**config.mk**
```make
export PLATFORM = sky130hd
export DESIGN_NAME = prog_mem_loader
export DESIGN_NICKNAME = d
export VERILOG_FILES = /design/src/rtl/prog_mem_loader.sv
export SDC_FILE = /design/constraint.sdc
export NUM_CORES = 1
export LEC_CHECK = 0
export ABC_AREA = 1
export BUFFER_PORTS_ARGS = -buffer_cell sky130_fd_sc_hd__buf_2
export CAP_MARGIN = 20
export CORE_UTILIZATION = 30
export CTS_CLUSTER_SIZE = 40
export DETAILED_ROUTE_END_ITERATION = 7
export SETUP_SLACK_MARGIN = 0.05
export SLEW_MARGIN = 30
export SYNTH_ARGS = -nofsm -noshare
export SYNTH_HDL_FRONTEND = slang
export SYNTH_SLANG_ARGS = --single-unit
```
**constraint.sdc**
```tcl
create_clock -name clk -period 7.4 [get_ports clk]
set_input_delay 0.37 -clock clk [delete_from_list [all_inputs] [get_ports clk]]
set_output_delay 0.37 -clock clk [all_outputs]
set_load 0.05 [all_outputs]
```
**src/rtl/prog_mem_loader.sv**
```systemverilog
// prog_mem_loader: writer side of the PicoBlaze program-memory port.
// Assembles framed bytes (SYNC, LEN_HI, LEN_LO, N x 3-byte words) into
// 18-bit instructions, writes them to program memory and holds the CPU
// in reset until the image is complete.
// Optional feature macro: LOADER_CHECKSUM_EN (trailing mod-256 checksum byte).
module prog_mem_loader #(
  parameter logic [7:0]  SYNC_BYTE      = 8'hA5,
  parameter logic [9:0]  BASE_ADDR      = 10'd0,
  parameter logic [23:0] TIMEOUT_CYCLES = 24'd5000000
) (
  input  logic        clk,
  input  logic        rst,
  input  logic [7:0]  rx_data,
  input  logic        rx_valid,
  output logic        mem_port_wr,
  output logic [9:0]  mem_port_addr,
  output logic [17:0] mem_port_data,
  output logic        cpu_rst,
  output logic        busy,
  output logic        done,
  output logic        err
);

  localparam logic [2:0] ST_IDLE   = 3'd0;
  localparam logic [2:0] ST_LEN_HI = 3'd1;
  localparam logic [2:0] ST_LEN_LO = 3'd2;
  localparam logic [2:0] ST_W0     = 3'd3;
  localparam logic [2:0] ST_W1     = 3'd4;
  localparam logic [2:0] ST_W2     = 3'd5;
`ifdef LOADER_CHECKSUM_EN
  localparam logic [2:0] ST_CSUM   = 3'd6;
`endif
  localparam logic [2:0] ST_ERR    = 3'd7;

  logic [2:0]  state;
  logic [1:0]  b0_hi;
  logic [7:0]  b1;
  logic [9:0]  len;       // word count minus one
  logic [9:0]  word_idx;
  logic [23:0] tmo_cnt;
  logic        active;
  logic        tmo_hit;
  logic        is_sync;
`ifdef LOADER_CHECKSUM_EN
  logic [7:0]  csum;
`else
  logic        finish_pend;
`endif

  assign active  = (state != ST_IDLE) && (state != ST_ERR);
  assign is_sync = rx_valid && (rx_data == SYNC_BYTE);
  // The idle counter sits one below the limit on the last allowed quiet cycle.
  assign tmo_hit = active && !rx_valid && (tmo_cnt == TIMEOUT_CYCLES - 24'd1);

  // Idle-gap counter: cleared by any byte or outside a frame, counts otherwise.
  always_ff @(posedge clk or posedge rst) begin
    if (rst) begin
      tmo_cnt <= 24'd0;
    end else if (rx_valid || !active) begin
      tmo_cnt <= 24'd0;
    end else begin
      tmo_cnt <= tmo_cnt + 24'd1;
    end
  end

  // Frame parser, word assembly, memory write strobe and status outputs.
  always_ff @(posedge clk or posedge rst) begin
    if (rst) begin
      state         <= ST_IDLE;
      b0_hi         <= 2'd0;
      b1            <= 8'd0;
      len           <= 10'd0;
      word_idx      <= 10'd0;
      mem_port_wr   <= 1'b0;
      mem_port_addr <= 10'd0;
      mem_port_data <= 18'd0;
      cpu_rst       <= 1'b0;
      busy          <= 1'b0;
      done          <= 1'b0;
      err           <= 1'b0;
`ifdef LOADER_CHECKSUM_EN
      csum          <= 8'd0;
`else
      finish_pend   <= 1'b0;
`endif
    end else begin
      mem_port_wr <= 1'b0;
      done        <= 1'b0;
`ifndef LOADER_CHECKSUM_EN
      // Finish lands one cycle after the final write strobe.
      finish_pend <= 1'b0;
      if (finish_pend) begin
        done    <= 1'b1;
        busy    <= 1'b0;
        cpu_rst <= 1'b0;
      end
`endif
`ifdef LOADER_CHECKSUM_EN
      if (rx_valid && (state == ST_LEN_HI || state == ST_LEN_LO ||
                       state == ST_W0 || state == ST_W1 || state == ST_W2)) begin
        csum <= csum + rx_data;
      end
`endif
      if (tmo_hit) begin
        state <= ST_ERR;
        err   <= 1'b1;
        busy  <= 1'b0;
      end else begin
        case (state)
          ST_IDLE, ST_ERR: begin
            if (is_sync) begin
              state    <= ST_LEN_HI;
              busy     <= 1'b1;
              cpu_rst  <= 1'b1;
              err      <= 1'b0;
              word_idx <= 10'd0;
`ifdef LOADER_CHECKSUM_EN
              csum     <= 8'd0;
`endif
            end
          end
          ST_LEN_HI: begin
            if (rx_valid) begin
              if (rx_data[7:2] != 6'd0) begin
                state <= ST_ERR;
                err   <= 1'b1;
                busy  <= 1'b0;
              end else begin
                len[9:8] <= rx_data[1:0];
                state    <= ST_LEN_LO;
              end
            end
          end
          ST_LEN_LO: begin
            if (rx_valid) begin
              len[7:0] <= rx_data;
              state    <= ST_W0;
            end
          end
          ST_W0: begin
            if (rx_valid) begin
              if (rx_data[7:2] != 6'd0) begin
                state <= ST_ERR;
                err   <= 1'b1;
                busy  <= 1'b0;
              end else begin
                b0_hi <= rx_data[1:0];
                state <= ST_W1;
              end
            end
          end
          ST_W1: begin
            if (rx_valid) begin
              b1    <= rx_data;
              state <= ST_W2;
            end
          end
          ST_W2: begin
            if (rx_valid) begin
              mem_port_wr   <= 1'b1;
              mem_port_data <= {b0_hi, b1, rx_data};
              mem_port_addr <= BASE_ADDR + word_idx;
              word_idx      <= word_idx + 10'd1;
              if (word_idx == len) begin
`ifdef LOADER_CHECKSUM_EN
                state       <= ST_CSUM;
`else
                state       <= ST_IDLE;
                finish_pend <= 1'b1;
`endif
              end else begin
                state <= ST_W0;
              end
            end
          end
`ifdef LOADER_CHECKSUM_EN
          ST_CSUM: begin
            if (rx_valid) begin
              busy <= 1'b0;
              if (rx_data == csum) begin
                state   <= ST_IDLE;
                done    <= 1'b1;
                cpu_rst <= 1'b0;
              end else begin
                state <= ST_ERR;
                err   <= 1'b1;
              end
            end
          end
`endif
          default: state <= ST_IDLE;
        endcase
      end
    end
  end

endmodule

```
Yosys cells after proc, flatten, opt, wreduce, memory -nomap -nowiden. Index checks and enable logic that the tools add are counted.

Bits in registers: 91. Input bits: 11. Output and inout port bits: 33. Logic and storage cells: 99.

Add/sub/neg operators: 2. Eq/ne operators: 20. Mux-type cells: 38. Bitwise operators: 2. Reductions and logical operators: 22.

Operators by type and width (count): $add 24x1->24 const B (1); $eq 24x23->1 const B (1); $mux 24 (1); $mux 3 (8); $mux 1 (21); $ne 3x3->1 const B (7); $mux 10 (2); $pmux 10 s2 (1); $pmux 3 s6 (1); $reduce_and 4->1 (4); $add 10x1->10 const B (1); $eq 10x10->1 (1); $eq 3x3->1 const B (3); $reduce_and 3->1 (3); $eq 8x8->1 const B (1); $eq 3x2->1 const B (2); $ne 3x1->1 const B (2); $reduce_and 6->1 (1); $reduce_bool 3->1 (2); $reduce_bool 6->1 (1); $logic_and 1x1->1 (4); $mux 2 (2); $ne 2x2->1 const B (2); $pmux 1 s2 (2); 7 further kinds (10).

Longest topological paths before layout. Gate-level depths: netlist of the first run.

Depth after elaboration: 6. Mapped depth: 11. Gate-level depth less buffers: 11.

Least setup slack after synthesis of the first run. OpenSTA, ideal clock, no wires.

Path type: reg-to-reg. From: register tmo_cnt[0]. To: register err. Setup time: 0.119 ns. Arrival: 1.376 ns. Required time: 7.281 ns. Slack: 5.905 ns. Cell stages (with the launch flop): 11. Path buffers: 0. Period minus slack after synthesis: 1.495 ns. Cells stage by stage: dfrtp_1 > ha_1 > nand2_1 > nor2_2 > nand2_1 > nor2_1 > nand3_2 > o211ai_1 > nand2_1 > nand2_1 > nand2_1.

Cells in the longest elaborated chain, start to end: 4. Elaborated cells between the ends (all ways): 8. Classes of those cells: eq/ne: 4; mux: 1; reduce/logical: 3.

RTL lines: from (decl) (line 40) `logic [23:0] tmo_cnt;`; from (signal assigned) (line 62) `tmo_cnt <= tmo_cnt + 24'd1;`; $eq 24x23->1 * (line 53) `assign tmo_hit = active && !rx_valid && (tmo_cnt == TIMEOUT_CYCLES - 24'd1);`; $logic_and 1x1->1 * (line 53); $ne 3x3->1 (no line) (tied with other cells); $reduce_and 4->1 (no line); to (signal assigned) (line 80) `err <= 1'b0;`; to (signal assigned) (line 106) `err <= 1'b1;`; to (signal assigned) (line 115) `err <= 1'b0;`; to (decl) (line 21) `output logic err`.

Mark *: on every way between the ends. The rest lies on a longest branch, timed or not. A chain may end at the register's enable or synchronous reset.

Worst setup path after layout of the first run.
From: register state[2]. To: register word_idx[5].

Cells in the longest elaborated chain, start to end: 6. Elaborated cells between the ends (all ways): 15. Classes of those cells: eq/ne: 5; mux: 1; bitwise: 1; reduce/logical: 8.

RTL lines: from (decl) (line 35) `logic [2:0] state;`; from (signal assigned) (line 69) `state <= ST_IDLE;`; from (signal assigned) (line 105) `state <= ST_ERR;`; from (signal assigned) (line 112) `state <= ST_LEN_HI;`; parallel branches: the longest is 6 deep, another holds $reduce_and 4->1; to (signal assigned) (line 163) `word_idx <= word_idx + 10'd1;`; to (decl) (line 39) `logic [9:0] word_idx;`.

Several ways; the timed one is not identified.

==> flow_results.org, run 1 <==
** Cells and area
- Fraction of final layout cells sized beyond drive strength 1 :: 0.131
- Count of fill cells added during filler insertion :: 1546
- Antenna Diode Count :: 0
- Relative to the synthesized area, the layout overhead comes to 15.3%.
- The final layout contains 628 nets.

** Flow run
- Max-cap violations in this run came to 0.

** Floorplanning
- The initial utilization of the core area, before any placement, comes to 0.307.
- Total I/O pin count :: 44
- The total area inside the core boundary comes to 14500 µm².
- The die covers 15400 µm².
- In this run the vertical extent of the chip is 124 µm.
- In this run the core area contains 44 standard-cell rows.
- Die X-Extent :: 124 µm

** Synthesis
- The share of synthesized area in the top cell type comes to 0.510.
- Ranking of synthesized cells by area :: sky130_fd_sc_hd__dfrtp_1 (51%), sky130_fd_sc_hd__nand2_1 (15%), sky130_fd_sc_hd__nor2_1 (5.7%)
- The share of the Yosys chip area taken by registers is 0.510.
- sky130_fd_sc_hd__nand2_1 is the most common cell in the netlist.
- Most area-hungry cell type in the Yosys netlist :: sky130_fd_sc_hd__dfrtp_1
- During synthesis, Yosys emitted a total of 0 warnings.
- Share of flip-flops with an asynchronous set or reset after synthesis :: 1.00
- EDFF count, synth :: 0
- Mapped cell area :: 4470 µm²
- The netlist uses 30 different library cells.
- Each instance of the synthesized netlist takes up on average 7.82 µm².
- Synthesis handed over a netlist of 571 instances.
- Most instantiated flip-flop cell in the synthesis netlist :: sky130_fd_sc_hd__dfrtp_1
- Yosys reg bits :: 91
- Number of nets produced by synthesis :: 584
- Most used standard cells in the synthesized netlist :: sky130_fd_sc_hd__nand2_1 (174), sky130_fd_sc_hd__dfrtp_1 (91), sky130_fd_sc_hd__nor2_1 (68)

** Power and ir drop
- Total power density per cell area :: 363 nW/µm²
- Leakage :: 2.53 nW
- The internal portion of the total power is 0.00105 W.
- Of the total power, registers draw 0.393.
- Proportion of power drawn by the clock network :: 0.238
- The share of total power dissipated in combinational logic is 0.370.
- IR analysis of the VDD net gives a maximum drop of 0.123 mV.
- Net Switching :: 0.000822 W
- Sw frac :: 0.439

** Worst setup path
- Type of the worst setup path :: flop to flop
- Of all nets on the critical path, the largest fanout is 50.
- Sort of element at the end of the critical path :: flop
- For the worst setup path, the data arrival time is 2.29 ns.
- The worst setup path is launched from a flop.
- STA puts the critical path data required time at 7.63 ns.

** Clock tree
- After clock tree synthesis, the clock-pin slew on the worst setup and hold paths is 0.07 ns.
- CTS tree :: done
- Counting every sink on the clock net gives 91.
- # resized after CTS :: 0
- CTS Buffer Depth :: 2
- Clock tree synthesis selected as its root buffer the cell sky130_fd_sc_hd__clkbuf_16.
- Hold repair after CTS inserted 0 buffers.
- Clock Latency Late Sink :: 0.35 ns
- H-Tree Depth :: 3
- Counting the buffers created by CTS gives 9.
- Post-CTS Repair Setup Buffers :: 0

** Global route
- The number of antenna violations at the first check in global routing was 0.
- In the global route stage, overall resource usage came out at 0.142.
- Maximum number of pins on one net before global-route repair :: 62
- Wire length of the first global-routing pass :: 16800 µm
- The number of global-route vias before repair is 3480.
- For this run the aggregate overflow at the end of global routing stands at 0.

** Detailed routing
- Average wire per cell in the routed design :: 12.5 µm
- In the routed layout, each cell is associated on average with a via count of 4.57.
- The final route contains 3677 vias.
- The first detailed-routing pass took 5 iterations.
- After the first detailed-routing iteration, the DRC count stood at 264.
- Drt total wl :: 10000 µm
- Detailed-route DRC error count :: 0
- In this run the remaining antenna-violating nets after routing total 0.

** STA
- Setup TNS Final :: 0 ns
- Static timing analysis puts the maximum clock frequency at 485 MHz.
- Slew Viols, Final :: 0
- The hold violation total from the final report is 0.
- Slew of the pin with the lowest slew margin :: 0.779 ns
- Setup violations remaining at the end of the flow were counted as 0.
- In this run the tightest slew margin relative to its limit is 0.480.
- Ratio of final minimum period to clock period :: 0.279
- The clock period could shrink to 2.06 ns.
- For the final database, setup skew stands at 0.0108 ns.
- Setup WS post-layout :: 5.34 ns
- Setup repair after global routing missed its margin :: false

** Status
- Run status :: completed

** Place
- The wire-length estimate of the detail-placed layout is 7260 µm.
- At the placement stage, the worst setup path has a slack of 5.27 ns.
- During placement, the flow inserted port buffers numbering 43.
- Routability-driven placement finished with a final weighted congestion of 0.821.

** Hold path
- The min-delay analysis places its worst path in the category input pin to async pin.
## kinds of logic (layout without fill, tap and decap cells)
| kind of cell | Yosys count | after routing | synth area share |
|---|---|---|---|
| buf+inv | 78 | 127 | 0.0731 |
| flops | 91 | 91 | 0.510 |
| compound gates | 72 | 72 | 0.0857 |
| fa+ha+maj | 2 | 2 | 0.00560 |
| simple gates | 319 | 319 | 0.308 |
| xor+xnor | 9 | 9 | 0.0176 |
## cell type report
| cell class | instances | area [µm²] | share of cell area |
|---|---|---|---|
| tap | 184 | 230 | 0.0447 |
| timing repair buffer | 44 | 223 | 0.0432 |
| clock inverter | 7 | 65.1 | 0.0126 |
| sequential | 91 | 2280 | 0.442 |
| clock buffer | 9 | 225 | 0.0437 |
| multi-input combinational | 402 | 1860 | 0.362 |
| inverter | 67 | 267 | 0.0517 |
## flip-flops by register name, summed over array words and instances (netlist names), 2 cells and up
register and cells:
len 10, b1 8, b0_hi 2, state 3, mem_port_addr 10, word_idx 10
tmo_cnt 24, mem_port_data 18
## critical path, cell delays in order (launching register included)
cell	delay [ns]
sky130_fd_sc_hd__dfrtp_1	0.45
sky130_fd_sc_hd__inv_2	0.13
sky130_fd_sc_hd__nor2_4	0.05
sky130_fd_sc_hd__nand2_4	0.11
sky130_fd_sc_hd__nor2_8	0.08
sky130_fd_sc_hd__inv_2	0.57
sky130_fd_sc_hd__nand2_2	0.31
sky130_fd_sc_hd__a21oi_1	0.20
sky130_fd_sc_hd__a21oi_1	0.05
## final timing paths
check	from	to	slack, ns	depth (start not counted)
worst max register to register	state[2]	word_idx[5]	5.34	8
worst min-delay path	rst	tmo_cnt[15]	0.04	2
min in group clk	rx_data[0]	b0_hi[0]	0.27	3
max in group asynchronous	rst	len[9]	6.21	3
worst max-delay path	state[2]	word_idx[5]	5.34	8
worst min register to register	finish_pend	done	0.40	0
## cell usage in the layout, fill, tap and decap left out
| cell | synthesis | final |
|---|---|---|
| sky130_fd_sc_hd__nor2_4 | 2 | 2 |
| sky130_fd_sc_hd__nand3b_1 | 2 | 2 |
| sky130_fd_sc_hd__o211ai_1 | 2 | 2 |
| sky130_fd_sc_hd__nand3_2 | 4 | 4 |
| sky130_fd_sc_hd__inv_8 | 0 | 1 |
| sky130_fd_sc_hd__nand4_1 | 10 | 10 |
| sky130_fd_sc_hd__o21ai_1 | 6 | 6 |
| sky130_fd_sc_hd__inv_2 | 2 | 2 |
| sky130_fd_sc_hd__o21a_1 | 1 | 1 |
| sky130_fd_sc_hd__a21oi_1 | 18 | 18 |
| sky130_fd_sc_hd__o21ai_0 | 42 | 42 |
| sky130_fd_sc_hd__inv_1 | 64 | 63 |
| sky130_fd_sc_hd__nor2_8 | 1 | 1 |
| sky130_fd_sc_hd__buf_2 | 4 | 43 |
| sky130_fd_sc_hd__clkbuf_16 | 0 | 9 |
| sky130_fd_sc_hd__nor2_2 | 4 | 4 |
| sky130_fd_sc_hd__buf_4 | 0 | 1 |
| sky130_fd_sc_hd__nor3_1 | 24 | 24 |
| sky130_fd_sc_hd__o211a_1 | 1 | 1 |
| sky130_fd_sc_hd__nand2_1 | 174 | 174 |
| sky130_fd_sc_hd__ha_1 | 2 | 2 |
| sky130_fd_sc_hd__nand2_2 | 4 | 4 |
| sky130_fd_sc_hd__nor2_1 | 68 | 68 |
| sky130_fd_sc_hd__o21bai_1 | 1 | 1 |
| sky130_fd_sc_hd__nand3_1 | 24 | 24 |
| sky130_fd_sc_hd__clkinv_8 | 0 | 1 |
| sky130_fd_sc_hd__clkinv_4 | 0 | 2 |
| sky130_fd_sc_hd__clkinvlp_4 | 0 | 2 |
| sky130_fd_sc_hd__nand2_4 | 1 | 1 |
| sky130_fd_sc_hd__dfrtp_1 | 91 | 91 |
| sky130_fd_sc_hd__bufinv_8 | 1 | 1 |
| sky130_fd_sc_hd__and3_1 | 1 | 1 |
| sky130_fd_sc_hd__xor2_1 | 9 | 9 |
| sky130_fd_sc_hd__a211oi_2 | 1 | 1 |
| sky130_fd_sc_hd__clkinv_2 | 0 | 2 |
## routing by layer
layer,share of wire,vias to the layer above,GRT usage
li1,-,1900,-
met1,0.49,1688,0.192
met2,0.45,79,0.219
met3,0.056,10,0.0426
met4,0.011,0,0.0387
met5,0,-,0
## power by group through the flow
stage	Clock, W	Combinational [W]	Sequential (W)
floorplan	0	0.000315	0.000965
global placement	0	0.000692	0.000746
detailed placement	0	0.000701	0.000745
CTS	0.000458	0.000702	0.000737
global route	0.000477	0.000776	0.000759
finish	0.000444	0.000691	0.000734
## per-stage QoR
stage | instances | hold WS, ns | power (W) | util | area (µm²)
detailed placement | 788 | 0.377 | 0.00145 | 0.334 | 4860
global placement | 788 | 0.383 | 0.00144 | 0.334 | 4860
floorplan | 571 | 0.354 | 0.00128 | - | 4470
finish | 804 | 0.0444 | 0.00187 | 0.354 | 5150
global route | 804 | 0.0965 | 0.00201 | 0.354 | 5150
CTS | 804 | 0.0598 | 0.00190 | 0.354 | 5150
Note: power is estimated with default switching activity, not from simulation.
==> run 2: changes to the inputs <==
==> constraint.sdc (replaced) <==
create_clock -name clk -period 1.95 [get_ports clk]
set_input_delay 0.0975 -clock clk [delete_from_list [all_inputs] [get_ports clk]]
set_output_delay 0.0975 -clock clk [all_outputs]
set_load 0.05 [all_outputs]
==> flow_results.org, run 2 (synthesized netlist as in run 1, its figures left out) <==
** Flow run
- Number of max-capacitance violations reported :: 0 (unchanged)

** Clock tree
- The tree is rooted in a sky130_fd_sc_hd__clkbuf_16.
- The clock-pin slew on the worst setup and hold paths came to 0.07 ns (about the same).
- Post-CTS Repair Setup Buffers :: 0 (unchanged)
- CTS Buffer Depth :: 2 (unchanged)
- The sink count of the clock tree came to 91 (unchanged).
- Num CTS Buffers :: 9 (unchanged)
- CTS tree :: done
- The number of H-tree levels was 3 (unchanged).
- Clock Latency Late Sink :: 0.35 ns (about the same)

** Cells and area
- Fraction of final layout cells sized beyond drive strength 1 :: 0.142 (+0.0118)
- Max reg flops :: 24 (unchanged)
- The register with the most flip-flops in the final layout is tmo_cnt.
- Count of fill cells added during filler insertion :: 1547 (+0.065%)
- The area growth from synthesis to layout is 17.9%.
- In the layout the commonest cells are sky130_fd_sc_hd__nand2_1 (174), sky130_fd_sc_hd__dfrtp_1 (91), sky130_fd_sc_hd__nor2_1 (68).
- Final net count :: 640 (+1.9%)
- The combined area of the multi-input logic cells is 1870 µm² (+0.54%).
- Antenna Diode Count :: 0 (unchanged)
- Leaving out fill and tap cells, the most frequent cell in the layout is sky130_fd_sc_hd__nand2_1.
- Largest registers :: tmo_cnt (24), mem_port_data (18)
- The area taken by flip-flops and latches came to 2280 µm² (unchanged).

** Place
- Port Buf Inserts :: 43 (unchanged)
- The global placement routability congestion is 0.889 (+8.3%).
- Worst setup slack after placement :: 0.255 ns (-5.02 ns)
- The post-detailed-placement half-perimeter wirelength is 7430 µm (+2.3%).

** Worst setup path
- Crit Path Max Fanout :: 8 (-84%)
- Following the worst setup path forward leads to its endpoint at state[1].
- In this run the critical register-to-register path is captured at state[1].
- Startpoint of the most critical register-to-register path :: state[1]
- On the critical path the largest part of the delay comes from simple AND/OR/NAND/NOR gates.
- Critical path depth :: 9 (+1)
- The data required time of the critical path was 2.20 ns (-5.43 ns).
- WP data arrival :: 1.96 ns (-0.33 ns)
- The cell depth of the worst flop-to-flop path came to 9 (+1).
- Buf/Inv on CP :: 1 (-1)
- STA classifies the critical path endpoint as a flop.
- Critical Path Source Type :: flop
- Critical-path top delay cell :: sky130_fd_sc_hd__dfrtp_1
- Timing startpoint of the critical path :: state[1]
- Critical path's most frequent cell :: sky130_fd_sc_hd__nor2_1
- Setup slack, reg-to-reg :: 0.24 ns (-5.10 ns)
- Type of the worst setup path :: flop to flop
- The signal on the critical path passes through nor2_1 > nand2_1 > nand2_2 > nor2_4 > buf_4 > nand3_1 > o211ai_1 > nor2_1 > nor2_1.
- Slowest Stage Delay on Critical Path :: 0.47 ns (-0.10 ns)

** STA
- The hold violation total from the final report is 0 (unchanged).
- The fmax came to 584 MHz (+20%).
- Ratio of final minimum period to clock period :: 0.879 (+0.600)
- The measured slew at the worst slew-check pin is 0.489 ns (-0.289 ns).
- Setup repair after global routing missed its margin :: false
- The setup skew after layout came to 0.00633 ns (-0.00448 ns).
- The worst max-slew margin expressed relative to the limit is 0.674 (+0.194).
- Final setup violation count :: 0 (unchanged)
- The total negative slack is 0 ns (unchanged).
- Setup WS post-layout :: 0.237 ns (-5.10 ns)
- Final min period :: 1.71 ns (-0.351 ns)
- Slew Viols, Final :: 0 (unchanged)
- Worst-case hold slack :: 0.0693 ns (+0.0249 ns)

** Floorplanning
- Number of core rows :: 44 (unchanged)
- The floorplan die area came to 15400 µm² (unchanged).
- The number of I/O pins was 44 (unchanged).
- Vertical extent of the die :: 124 µm (unchanged)
- Initial Util :: 0.307 (unchanged)
- The width of the chip is 124 µm (unchanged).
- The area inside the core boundary was 14500 µm² (unchanged).

** Global route
- The pin count of the biggest net entering global routing was 92 (+48%).
- The all-layer global routing usage came to 0.146 (+0.00420).
- Initial antenna violation count :: 0 (unchanged)
- The wire length of the first global-routing pass was 17000 µm (+1.7%).
- The aggregate global routing overflow is 0 (unchanged).
- The number of global-route vias before repair was 3470 (-0.29%).

** Power and ir drop
- Proportion of power drawn by the clock network :: 0.234 (-0.004)
- Logic pwr share :: 0.377 (+0.007)
- Peak supply drop :: 0.498 mV (+300%)
- Net Switching :: 0.00313 W (+280%)
- The power density over the cells came to 1360 nW/µm² (+270%).
- Internal Dissipation :: 0.00403 W (+280%)
- Sw frac :: 0.437 (-0.00220)
- The sequential group share of total power was 0.389 (-0.004).
- The leakage power was 2.59 nW (+2.3%).

** Detailed routing
- The met3 layer wire length in the routed design was 528 µm (-5.9%).
- The number of iterations in the first detailed-routing pass came to 5 (unchanged).
- Length of routed met2 wiring :: 4660 µm (+4.5%)
- Via count of the routed design :: 3677 (unchanged)
- Drt total wl :: 10200 µm (+2.0%)
- The wire length on met1 was 4900 µm (+0.12%).
- Antenna viol nets, final :: 0 (unchanged)
- Count of routing violations after the opening detailed-route iteration :: 243 (-8.0%)
- DR top layer :: met4
- Detailed-route DRC error count :: 0 (unchanged)
- Vias per inst :: 4.51 (-1.5%)
- Average wire per cell in the routed design :: 12.5 µm (+0.50%)

** Hold path
- In this run the worst hold path is classified as input pin to flop.

** Status
- The flow ran to the end, and the final reports show no timing, DRC or antenna violations.
run 2: cell types whose count changed in the layout (fill, tap and decap cells not counted):
cell	before	now
sky130_fd_sc_hd__nand2_4	1	2
sky130_fd_sc_hd__buf_4	1	9
sky130_fd_sc_hd__nor2_4	2	3
sky130_fd_sc_hd__nand2_2	4	3
sky130_fd_sc_hd__inv_6	0	2
sky130_fd_sc_hd__clkinv_2	2	1
sky130_fd_sc_hd__nor2_2	4	3
sky130_fd_sc_hd__dlygate4sd3_1	0	3
sky130_fd_sc_hd__clkinv_8	1	0
sky130_fd_sc_hd__buf_12	0	1
run 2: area by class of cell:
cell class,instances,area share
Clock buffer,9,0.0428
Clock inverter,7,0.0112
Inverter,67,0.0511
Multi-Input combinational cell,402,0.356
Sequential cell,91,0.432
Tap cell,184,0.0437
Timing Repair Buffer,56,0.0632
run 2: per-layer routing:
layer | vias to the layer above | global-route usage
met3 | 11 | 0.0421
met2 | 60 | 0.229
li1 | 1927 | -
met4 | 0 | 0.0513
met5 | - | 0
met1 | 1679 | 0.191
run 2: worst min path at each step:
| stage | startpoint | end | slack, ns | cells after the start |
|---|---|---|---|---|
| after detailed placement | rst | mem_port_data[13] | 0.28 | 3 |
| final | rx_data[3] | len[3] | 0.07 | 3 |
| after global placement | rst | mem_port_data[13] | 0.28 | 3 |
| after CTS | rx_data[3] | mem_port_data[3] | 0.05 | 3 |
| after floorplan | rx_data[0] | b0_hi[0] | 0.21 | 2 |
| after global routing | rx_data[3] | b1[3] | 0.09 | 3 |
run 2: worst min-delay path, delay by kind of cell:
kind                   cells  cell delay, ns
AOI/OAI and AO/OA          1            0.08
buffers and inverters      2            0.20
run 2: power by group through the flow:
stage / Clock [W] / Sequential (W) / Combinational, W
floorplan: 0 / 0.00366 / 0.00120
global placement: 0 / 0.00282 / 0.00268
detailed placement: 0 / 0.00283 / 0.00271
CTS: 0.00175 / 0.00279 / 0.00272
global route: 0.00181 / 0.00287 / 0.00303
finish: 0.00168 / 0.00279 / 0.00270
run 2: stage by stage:
step / total power [W] / instances / instance area [µm²] / util
2_1_floorplan: 0.00486 / 571 / 4470 / -
3_3_place_gp: 0.00550 / 797 / 4940 / 0.340
3_5_place_dp: 0.00554 / 797 / 4940 / 0.340
4_1_cts: 0.00726 / 816 / 5260 / 0.362
5_1_grt: 0.00771 / 816 / 5270 / 0.362
6_report: 0.00717 / 816 / 5270 / 0.362
run 2: what timing repair did:
| item | 4_1_cts | 5_1_grt |
|---|---|---|
| hold buffers | 3 | 0 |
| gates resized for setup | 0 | 2 |
| setup endpoints to repair | 0 | 9 |
| hold endpoints to repair | 95 | 0 |
==> run 3: changes to the inputs <==
--- a/config.mk
+++ b/config.mk
@@ -8,9 +8,12 @@
 export ABC_AREA = 1
 export BUFFER_PORTS_ARGS = -buffer_cell sky130_fd_sc_hd__buf_2
 export CAP_MARGIN = 20
+export CELL_PAD_IN_SITES_DETAIL_PLACEMENT = 1
+export CELL_PAD_IN_SITES_GLOBAL_PLACEMENT = 1
 export CORE_UTILIZATION = 30
 export CTS_CLUSTER_SIZE = 40
 export DETAILED_ROUTE_END_ITERATION = 7
+export PLACE_DENSITY_LB_ADDON = 0.1
 export SETUP_SLACK_MARGIN = 0.05
 export SLEW_MARGIN = 30
 export SYNTH_ARGS = -nofsm -noshare
==> flow_results.org, run 3 (synthesized netlist as in run 1, its figures left out) <==
** Detailed routing
- Count of routing violations after the opening detailed-route iteration :: 106 (-56%)
- Antenna viol nets, final :: 0 (unchanged)
- Average wire per cell in the routed design :: 15.2 µm (+21%)
- Detailed-route DRC error count :: 0 (unchanged)
- The final routed wirelength across all metal layers was 12500 µm (+23%).
- The via count was 3838 (+4.4%).
- Total iterations of the first detailed-routing run :: 4 (-1)
- Vias per inst :: 4.65 (+3.2%)

** Global route
- GRT met3 Usage :: 0.0343 (-0.00778)
- Maximum number of pins on one net before global-route repair :: 92 (unchanged)
- Initial antenna violation count :: 0 (unchanged)
- The all-layer global routing usage was 0.179 (+0.0332).
- Via count of the first global-routing pass :: 3942 (+14%)
- The wire length of the first global-routing pass was 20600 µm (+21%).
- The fraction of met1 tracks used by global routing is 0.229 (+0.0378).
- The layer flagged by global routing as most heavily used is met2.
- The aggregate global routing overflow is 0 (unchanged).
- GRT met2 Usage :: 0.303 (+0.0736)

** Power and ir drop
- Total power density per cell area :: 1390 nW/µm² (+2.5%)
- The worst IR drop on VDD is 0.447 mV (-10%).
- The leakage power came to 2.65 nW (+2.4%).
- The total chip power came to 0.00752 W (+5.0%).

** Cells and area
- From synthesis to final layout, the design area changed by 20.7%.
- The number of nets in the final layout came to 649 (+1.4%).
- The top cell types in the final layout, fill and taps aside, are sky130_fd_sc_hd__nand2_1 (174), sky130_fd_sc_hd__dfrtp_1 (91), sky130_fd_sc_hd__nor2_1 (66).
- The post-layout utilization of the core came to 0.371 (+0.00870).
- Leaving out fill and tap cells, the most frequent cell in the layout is sky130_fd_sc_hd__nand2_1.
- Multi-input combinational cell area :: 1880 µm² (+0.53%)
- Register bank with the most flops :: tmo_cnt
- Max reg flops :: 24 (unchanged)
- The layout cell share with drive strength beyond 1 came to 0.161 (+0.0183).
- Count of fill cells added during filler insertion :: 1769 (+14%)
- Largest registers :: tmo_cnt (24), mem_port_data (18)
- Antenna Diode Count :: 0 (unchanged)
- The filler-free cell count of the finished design was 825 (+1.1%).
- Seq. cell area :: 2280 µm² (unchanged)

** Floorplanning
- The effective utilization at floorplan is 0.307 (unchanged).
- Die X-Extent :: 124 µm (unchanged)
- The floorplan die area is 15400 µm² (unchanged).
- The number of I/O pins is 44 (unchanged).
- The height of the die was 124 µm (unchanged).
- Core region area :: 14500 µm² (unchanged)
- The cell row count was 44 (unchanged).

** Place
- The global placement routability congestion was 0.860 (-3.3%).
- Number of placed instances, taps included :: 797 (unchanged)
- The number of port buffers is 43 (unchanged).
- The post-detailed-placement half-perimeter wirelength was 9110 µm (+23%).

** Flow run
- Number of max-capacitance violations reported :: 0 (unchanged)

** STA
- Final min period :: 1.71 ns (+0.000558 ns)
- Setup repair after global routing left no endpoint under its margin.
- Final setup violation count :: 0 (unchanged)
- Ratio of final minimum period to clock period :: 0.879 (about the same)
- The measured slew at the worst slew-check pin was 0.531 ns (+0.0416 ns).
- The worst max-slew margin expressed relative to the limit was 0.646 (-0.0277).
- The number of pins exceeding their max-slew limit in the final report is 0 (unchanged).
- The fmax came to 583 MHz (about the same).
- The setup skew after layout came to 0.00872 ns (+0.00239 ns).
- Setup TNS Final :: 0 ns (unchanged)
- Final-report hold violation count :: 0 (unchanged)

** Worst setup path
- The worst setup path is launched from an input pin.
- The data required time of the critical path is 2.22 ns (+0.02 ns).
- Startpoint of the most critical register-to-register path :: tmo_cnt[0]
- Reg-to-reg critical path endpoint :: err
- Crit Path Max Fanout :: 13 (+5)
- The cell depth of the worst flop-to-flop path was 10 (+1).
- Sort of element at the end of the critical path :: flop
- The worst endpoint data arrival time is 1.98 ns (+0.02 ns).
- Setup slack, reg-to-reg :: 0.25 ns (about the same)
- Timing startpoint of the critical path :: rx_data[0]
- By startpoint and endpoint, the worst setup path is classified as input pin to flop.

** Hold path
- In this run the worst hold path is classified as input pin to flop.
- The worst hold path begins at rx_data[6].
- The cell depth of the worst hold path was 3 (unchanged).
- Worst Hold Path EP :: b1[6]

** Clock tree
- Clock sink count :: 91 (unchanged)
- CTS tree :: done
- Clock-pin slew reported for the worst setup and hold paths after clock tree synthesis :: 0.08 ns (about the same)
- The tree is rooted in a sky130_fd_sc_hd__clkbuf_16.
- CTS Buffer Depth :: 2 (unchanged)
- H-Tree Depth :: 3 (unchanged)
- Num CTS Buffers :: 9 (unchanged)
- Clock Latency Late Sink :: 0.36 ns (about the same)

** Status
- Run status :: completed
[run 3: worst max-delay path, cell delays in order]
cell	delay [ns]
sky130_fd_sc_hd__dlygate4sd3_1	0.55
sky130_fd_sc_hd__buf_2	0.14
sky130_fd_sc_hd__inv_1	0.11
sky130_fd_sc_hd__nor3_1	0.35
sky130_fd_sc_hd__nand3_2	0.23
sky130_fd_sc_hd__nand2_2	0.26
sky130_fd_sc_hd__a21oi_1	0.10
sky130_fd_sc_hd__a21oi_1	0.14
[run 3: metal layers]
metal | share of wire | wire length, µm
met3 | 0.023 | 289
met4 | 0.016 | 200
met2 | 0.49 | 6130
met5 | 0 | 0
met1 | 0.47 | 5900
[run 3: worst max path at each step]
| stage | slack [ns] | cells after the start | end |
|---|---|---|---|
| after detailed placement | 0.07 | 6 | tmo_cnt[16] |
| final | 0.24 | 8 | word_idx[5] |
| after global placement | 0.22 | 6 | tmo_cnt[16] |
| after CTS | 0.08 | 6 | tmo_cnt[16] |
| after global routing | 0.05 | 11 | b0_hi[1] |
| after floorplan | 0.46 | 10 | err |
[run 3: final cells by class]
type / instances / area share
sequential: 91 / 0.422
multi-input combinational: 402 / 0.349
tap: 184 / 0.0427
inverter: 67 / 0.0506
clock inverter: 7 / 0.0169
timing repair buffer: 65 / 0.0766
clock buffer: 9 / 0.0418
[run 3: report_power, final]
group          switching (W)  internal, W  total, W
Combinational        0.00202     0.000796   0.00282
Sequential          0.000407      0.00240   0.00281
Clock               0.000861      0.00103   0.00189
[run 3: what timing repair did]
| action | CTS | global route |
|---|---|---|
| buffers inserted | 0 | 9 |
| setup endpoints to repair | 0 | 21 |
| gates resized for setup | 0 | 6 |
| hold buffers | 3 | 0 |
| hold endpoints to repair | 95 | 0 |
[run 3: through the flow]
step	worst slack [ns]	hold WS (ns)	instance area, µm²
after floorplan	0.455	0.207	4470
after global placement	0.221	0.289	4950
after detailed placement	0.0651	0.300	4950
after CTS	0.0821	0.0733	5300
after global routing	0.0546	0.0947	5390
final	0.236	0.0670	5390
